$ cat src/rtl/axi_rr_arbiter_rab_pkg.sv
// Shared types and helpers for the RAB round-robin arbiter.
// Holds the FSM state enum, the wait counter width and the pointer wrap helper.
package axi_arb_rab_pkg;

   typedef enum logic {
      ARB_IDLE,
      ARB_LOCKED
   } arb_state_e;

   localparam int WAIT_CNT_W = 16;

   function automatic int unsigned rr_next(
      input int unsigned ptr,
      input int unsigned num_req
   );
      return (ptr + 1 >= num_req) ? 0 : ptr + 1;
   endfunction

endpackage

$ cat src/rtl/axi_rr_pick_rab.sv
// Rotating priority encoder: first set bit of req, searching upward from ptr.
// Ports: req (request vector), ptr (start index), found, idx (winner).
module axi_rr_pick_rab
   import axi_arb_rab_pkg::*;
#(
   parameter  int NUM_REQ = 4,
   localparam int IW      = $clog2(NUM_REQ)
) (
   input  logic [NUM_REQ-1:0] req,
   input  logic [IW-1:0]      ptr,
   output logic               found,
   output logic [IW-1:0]      idx
);

   // One extra bit so ptr+k can be compared to NUM_REQ before wrapping.
   logic [IW:0] pos;

   always_comb begin
      found = 1'b0;
      idx   = '0;
      pos   = '0;
      for (int k = 0; k < NUM_REQ; k++) begin
         pos = {1'b0, ptr} + (IW+1)'(k);
         if (pos >= (IW+1)'(NUM_REQ)) begin
            pos = pos - (IW+1)'(NUM_REQ);
         end
         if (!found && req[pos[IW-1:0]]) begin
            found = 1'b1;
            idx   = pos[IW-1:0];
         end
      end
   end

endmodule

$ cat src/rtl/axi_rr_arbiter_rab.sv
// Burst-locked round-robin arbiter sharing one valid/ready channel.
// Ports: clk, rst (async high), valid_in/data_in/last_in/ready_out (up),
//        data_out/last_out/valid_out/ready_in (down), grant_id, busy.
// Optional: AXI_ARB_RAB_WAIT_CNT_EN adds wait_cnt, 16 bits per requester.
module axi_rr_arbiter_rab
   import axi_arb_rab_pkg::*;
#(
   parameter  int NUM_REQ    = 4,
   parameter  int DATA_WIDTH = 64,
   localparam int ID_WIDTH   = $clog2(NUM_REQ)
) (
   input  logic                          clk,
   input  logic                          rst,
   input  logic [NUM_REQ-1:0]            valid_in,
   input  logic [NUM_REQ*DATA_WIDTH-1:0] data_in,
   input  logic [NUM_REQ-1:0]            last_in,
   output logic [NUM_REQ-1:0]            ready_out,
   output logic [DATA_WIDTH-1:0]         data_out,
   output logic                          last_out,
   output logic                          valid_out,
   input  logic                          ready_in,
   output logic [ID_WIDTH-1:0]           grant_id,
   output logic                          busy
`ifdef AXI_ARB_RAB_WAIT_CNT_EN
   ,
   output logic [NUM_REQ*WAIT_CNT_W-1:0] wait_cnt
`endif
);

   arb_state_e          state;
   logic [ID_WIDTH-1:0] rr_ptr;
   logic                pick_found;
   logic [ID_WIDTH-1:0] pick_idx;
   logic                hs;
   logic [ID_WIDTH-1:0] ptr_after;

   axi_rr_pick_rab #(
      .NUM_REQ (NUM_REQ)
   ) u_pick (
      .req   (valid_in),
      .ptr   (rr_ptr),
      .found (pick_found),
      .idx   (pick_idx)
   );

   // Channel mux; everything is held at 0 unless locked to an owner.
   always_comb begin
      valid_out = 1'b0;
      data_out  = '0;
      last_out  = 1'b0;
      ready_out = '0;
      for (int i = 0; i < NUM_REQ; i++) begin
         if (busy && grant_id == ID_WIDTH'(i)) begin
            valid_out    = valid_in[i];
            data_out     = data_in[i*DATA_WIDTH +: DATA_WIDTH];
            last_out     = last_in[i];
            ready_out[i] = ready_in;
         end
      end
   end

   assign hs        = valid_out & ready_in;
   assign ptr_after = ID_WIDTH'(rr_next(32'(grant_id), 32'(NUM_REQ)));

   always_ff @(posedge clk or posedge rst) begin
      if (rst) begin
         state    <= ARB_IDLE;
         rr_ptr   <= '0;
         grant_id <= '0;
         busy     <= 1'b0;
      end else begin
         unique case (state)
            ARB_IDLE: begin
               if (pick_found) begin
                  grant_id <= pick_idx;
                  busy     <= 1'b1;
                  state    <= ARB_LOCKED;
               end
            end
            ARB_LOCKED: begin
               // Only the last beat releases; a stalled owner keeps the lock.
               if (hs && last_out) begin
                  rr_ptr <= ptr_after;
                  busy   <= 1'b0;
                  state  <= ARB_IDLE;
               end
            end
            default: begin
               state <= ARB_IDLE;
               busy  <= 1'b0;
            end
         endcase
      end
   end

`ifdef AXI_ARB_RAB_WAIT_CNT_EN
   logic [WAIT_CNT_W-1:0] cnt [NUM_REQ];

   always_ff @(posedge clk or posedge rst) begin
      if (rst) begin
         for (int i = 0; i < NUM_REQ; i++) begin
            cnt[i] <= '0;
         end
      end else begin
         for (int i = 0; i < NUM_REQ; i++) begin
            if (valid_in[i] &&
                !(busy && grant_id == ID_WIDTH'(i)) &&
                cnt[i] != '1) begin
               cnt[i] <= cnt[i] + 1'b1;
            end
         end
      end
   end

   always_comb begin
      wait_cnt = '0;
      for (int i = 0; i < NUM_REQ; i++) begin
         wait_cnt[i*WAIT_CNT_W +: WAIT_CNT_W] = cnt[i];
      end
   end
`endif

endmodule

$ cat config.mk
export PLATFORM = sky130hd
export DESIGN_NAME = axi_rr_arbiter_rab
export DESIGN_NICKNAME = d
export VERILOG_FILES = /design/src/rtl/axi_rr_arbiter_rab_pkg.sv /design/src/rtl/axi_rr_pick_rab.sv /design/src/rtl/axi_rr_arbiter_rab.sv
export SDC_FILE = /design/constraint.sdc
export NUM_CORES = 1
export LEC_CHECK = 0
export BUFFER_PORTS_ARGS = -buffer_cell sky130_fd_sc_hd__buf_2
export CAP_MARGIN = 20
export CORE_AREA = 2 2 133 135
export DETAILED_ROUTE_END_ITERATION = 7
export DIE_AREA = 0 0 135 137
export PLACE_DENSITY = 0.53
export SLEW_MARGIN = 20
export SYNTH_ARGS = -nofsm -noshare
export SYNTH_HDL_FRONTEND = slang
export SYNTH_SLANG_ARGS = --single-unit
$ cat constraint.sdc
create_clock -name clk -period 5.1 [get_ports clk]
set_input_delay 1.02 -clock clk [delete_from_list [all_inputs] [get_ports clk]]
set_output_delay 1.02 -clock clk [all_outputs]
set_load 0.01 [all_outputs]
======== Word level (Yosys, flattened, before mapping) ========
Cells that the tools add are included.
W data, S select, Z words.
word-level totals
  flip-flop bits (word level) ............. 6
  bits of input ports ..................... 267
  output and inout bits ................... 73
operators by class
  add/sub/neg operators ................... 8
  $lt $le $gt $ge ......................... 9
  eq/ne operators ......................... 5
  mux-type cells .......................... 43
  bitwise logic cells ..................... 2
  reduce and logical (&&, ||, !) cells .... 15
operators by type and width
  operator               count
  $mux W64               4
  $mux W1                24
  $mux W2                9
  $ge A3 B3 Y1 const B   4
  $lt A2 B3 Y1 const B   4
  $bmux W1 S2            4
  $logic_and A1 B1 Y1    8
  $sub A2 B1 Y2 const B  4
  $add A2 B1 Y3 const B  2
  $add A2 B2 Y3 const B  2
  $reduce_and A2 Y1      3
  $eq A2 B2 Y1 const B   2
  $pmux W1 S2            2
  $ge A2 B3 Y1 const B   1
  $logic_not A1 Y1       3
  $eq A2 B1 Y1 const B   1
  $logic_not A2 Y1       1
  $ne A2 B1 Y1 const B   1
  $ne A2 B2 Y1 const B   1
  $and A1 B1 Y1          1
  $not A1 Y1             1

======== Depth between registers and ports, before layout ========
  depth in word-level cells ............... 16
  depth in mapped cells ................... 8
  mapped depth without buffers ............ 7

======== Modules after synthesis ========
Synthesis repeated with hierarchy kept, for this count alone.
second synthesis, totals
  cell total of the unflattened synthesis .. 362
  area, all modules ....................... 2250.9 um2
by module, submodules not included
  module              times used  cells an instance  area each (um2)  sequential area each (um2)
  axi_rr_arbiter_rab  1           347                2173.3           150.1
  axi_rr_pick_rab     1           15                 77.6             0.0

======== Least setup slack after synthesis ========
Ideal clock, no wire load.
  path type ............................... register to output
  start ................................... register grant_id[1]
  end ..................................... output port data_out[10]
  data arrival time ....................... 1.672 ns
  setup slack ............................. 2.408 ns
  cell stages (with the launch flop) ...... 9
  path buffers ............................ 2
  path through ............................ dfrtp_1 > inv_1 > ha_1 > and2_1 > buf_4 > buf_6 > a221o_1 > o21ai_1 > o21ai_1
between the ends
  longest elaborated chain between the ends .. 6
  elaborated cells between the ends (all ways) .. 12
  classes of those cells .................. 3 x eq/ne; 4 x mux; 5 x reduce/logical
RTL lines
  item                      RTL line                  source
  start: declaration        axi_rr_arbiter_rab.sv:22  output logic [ID_WIDTH-1:0] grant_id,
  start signal: assignment  axi_rr_arbiter_rab.sv:75  grant_id <= pick_idx;
  $logic_not A2 Y1          axi_rr_arbiter_rab.sv:53  if (busy && grant_id == ID_WIDTH'(i)) begin
  $logic_and A1 B1 Y1       axi_rr_arbiter_rab.sv:53
  $mux W64 (3 in a row)     axi_rr_arbiter_rab.sv:53
  $mux W64 *                axi_rr_arbiter_rab.sv:53
  end: declaration          axi_rr_arbiter_rab.sv:18  output logic [DATA_WIDTH-1:0] data_out,
Mark *: on every way between the ends. The rest lies on a longest branch, timed or not.

======== Worst setup path after layout ========
  start ................................... register grant_id[1]
  end ..................................... output port data_out[62]
Same word-level chain as after synthesis.

==> reports/qor.yml <==
pwr:
  ir_drop_mv: 0.3794
  p_per_area_mw_per_mm2: 583.8
  leakage_nw: 2.165
  p_total_mw: 2.441
yosys:
  syn_area_per_cell_um2: 6.364
  synth-compound-area-share_pct: 60.68
  synth-seq-area-share_pct: 6.572
  yosys.area.top_type: "a221o_1"
  syn_area_mm2: 0.002285
  synthMostInstantiatedCell: "o21ai_1"
  ys_ff_latch: 6
  synthAdderAreaFrac_pct: 2.191
  synth_cell_types: 29
  synth_ff_type: "dfrtp_1"
  synthCells: 359
  yosysWarnings: 0
  synth_mux_area_share_pct: 2.245
  synthesis.nets: 630
  synth_top_area_share_pct: 28.04
  synth_common_cells: "o21ai_1, nand2_1, a221o_1"
  synth_edf_count: 0
  synth_async_sr_flop_share_pct: 100.0
  yosys.area_share.simple_pct: 16.76
  synthXorXnorAreaFrac_pct: 0
  synth_top_family_by_area: "compound AO/OA/AOI/OAI gates"
  synth.area.top_cells: "a221o_1, o21ai_1, nand2_1, dfrtp_1, buf_2"
cts:
  clk_latency_ps: 230
  cts_buffer_depth: 2
  cts_tree: "yes"
  path_clk_slew_ps: 30
  post-cts-setup-buffers: 0
  cts_made_buffers: 3
  postCtsResizedCells: 0
  clock_sinks: 6
  clockRootBuffer: "clkbuf_16"
  hold_buffers: 0
  htree_num_levels: 1
setup_path:
  path_cells: "inv_1 > ha_1 > and2_2 > buf_4 > a221o_1 > o21ai_1 > o21ai_1 > buf_2"
  worstPathMaxFanout: 35
  worst-path-buf-inv: 3
  endpoint: "data_out[62]"
  worstPathRequired_ps: 4080
  critPathLaunchType: "flip-flop"
  slowest_stage: "and2_2"
  reg2reg_from: "grant_id[0]$_DFFE_PP0P_"
  max_stage_delay_ps: 690
  path_delay_family: "buffers and inverters"
  ff2ff_path_depth: 6
  cp_data_arrival_time_ps: 2840
  path_class: "flip-flop to output pin"
  worstSetupEndpointType: "output pin"
  critPathMostFrequentCell: "o21ai_1"
  startpoint: "grant_id[1]$_DFFE_PP0P_"
  ff2ff_setup_slack_ps: 2570
  critical_path_cell_count: 8
  r2r-end: "rr_ptr[0]$_DFFE_PP0P_"
finish:
  drive_gt1_share_pct: 54.12
  nets: 940
  n_antenna_cell: 0
  syn_to_final_growth_pct: 82.97
  nFillCells: 1988
global_routing:
  grt_max_degree: 76
  first_global_vias: 3767
  grt_overflow: 0
  grt_util_all_layers_pct: 14.12
  grt_pass1_wl_um: 20830
  antenna_found_initial: 1
timing:
  tightestPinTransition_ps: 1075
  timing.hold.ws_ps: 567.9
  setup_viol: 0
  drv_slew: 0
  timing.final.ws_setup_ps: 1244
  finalHoldViolCount: 0
  finalClockSkew_ps: 1.727
  fmax_ghz: 0.2594
  relSlewSlack_pct: 28.33
  fin_tns_setup_ps: 0
  fin_crit_sh_pct: 75.60
  period_minus_slack_ps: 3856
  grt_setup_unrepaired: "false"
drt:
  post_drt_wl_per_cell_um: 16.80
  via_count: 4122
  ant_nets: 0
  drc: 0
  vias_per_cell: 4.621
  drt-pass1-iter-count: 7
  drt_iter0_drc: 313
  routed_wl_um: 14990
run:
  cap_violations: 0
die:
  rows: 48
  die_h_um: 137
  core-area_mm2: 0.01706
  die_area_mm2: 0.01850
  io_pins: 340
  start_util_pct: 13.39
  die_x_um: 135
status:
  status: "finished clean"
placement:
  hpwlAfterDp_um: 12220
  gp_congestion: 0.8947
  pre_cts_ws_ps: 1498
  numPortBuffers: 339
worst_hold_path:
  hold_class: "flip-flop to flip-flop"
how the worst min path moves through the flow:
| stage | start | to | slack, ps | cells past startpoint |
|---|---|---|---|---|
| after detailed placement | state$_DFF_PP0_ | grant_id[1]$_DFFE_PP0P_ | 560 | 1 |
| after global placement | state$_DFF_PP0_ | state$_DFF_PP0_ | 580 | 2 |
| final | state$_DFF_PP0_ | grant_id[1]$_DFFE_PP0P_ | 570 | 1 |
| after CTS | state$_DFF_PP0_ | grant_id[1]$_DFFE_PP0P_ | 570 | 1 |
| after global routing | state$_DFF_PP0_ | grant_id[1]$_DFFE_PP0P_ | 590 | 1 |
| after floorplan | state$_DFF_PP0_ | grant_id[1]$_DFFE_PP0P_ | 490 | 1 |
kinds of logic (layout without fill, tap and decap cells):
kind of cell | after synthesis | count (layout)
AOI/OAI and AO/OA | 207 | 207
and+or+nand+nor | 88 | 88
buffers and inverters | 50 | 358
DFF | 6 | 6
adders and majority gates | 4 | 4
muxes | 4 | 4
worst register-to-register path, delay by kind of cell (launching register included):
| family | cells | cell delay, ps |
|---|---|---|
| fa+ha+maj | 1 | 250 |
| flops | 1 | 420 |
| mux | 1 | 330 |
| buf+inv | 1 | 330 |
| compound gates | 1 | 140 |
| simple gates | 2 | 950 |
per-layer routing:
metal	track usage, %	part of all wire, %	vias to the layer above
met5	0	0.11	-
met4	2.662	1.7	2
met3	2.370	8.4	22
met2	23.86	47	247
met1	19.02	43	1847
li1	-	-	2004
registers in the layout, summed over array words and instances (netlist names):
name	cells
rr_ptr	2
state	1
busy	1
grant_id	2
power by group:
| part | switching (mW) | internal, mW |
|---|---|---|
| Combinational | 1.25 | 0.956 |
| Sequential | 0.0375 | 0.0687 |
| Clock | 0.0259 | 0.101 |
final cells by class:
cell class / instances / area (um^2) / area share (%)
Multi-Input combinational cell: 303 / 1878 / 44.93
Timing Repair Buffer: 346 / 1762 / 42.14
Tap cell: 225 / 281.5 / 6.735
Sequential cell: 6 / 150.1 / 3.592
Clock buffer: 3 / 75.07 / 1.796
Inverter: 9 / 33.78 / 0.8081
metrics by stage:
stage / instances / util [%] / area, um^2
2_1_floorplan: 359 / - / 2285
3_3_place_gp: 889 / 24.07 / 4105
3_5_place_dp: 889 / 24.07 / 4105
4_1_cts: 892 / 24.51 / 4180
5_1_grt: 892 / 24.51 / 4180
6_report: 892 / 24.51 / 4180
cells in the final DEF (no fill, tap or decap), types with 4 or more instances in the layout:
cell | netlist | layout
nand2_1 | 69 | 68
a21oi_1 | 6 | 6
o21ai_1 | 125 | 125
a221o_1 | 64 | 64
buf_4 | 1 | 6
o21ai_0 | 7 | 7
dfrtp_1 | 6 | 6
nor2_1 | 5 | 5
inv_1 | 9 | 9
ha_1 | 4 | 4
buf_2 | 22 | 339
Note: power is estimated with default switching activity, not from simulation.
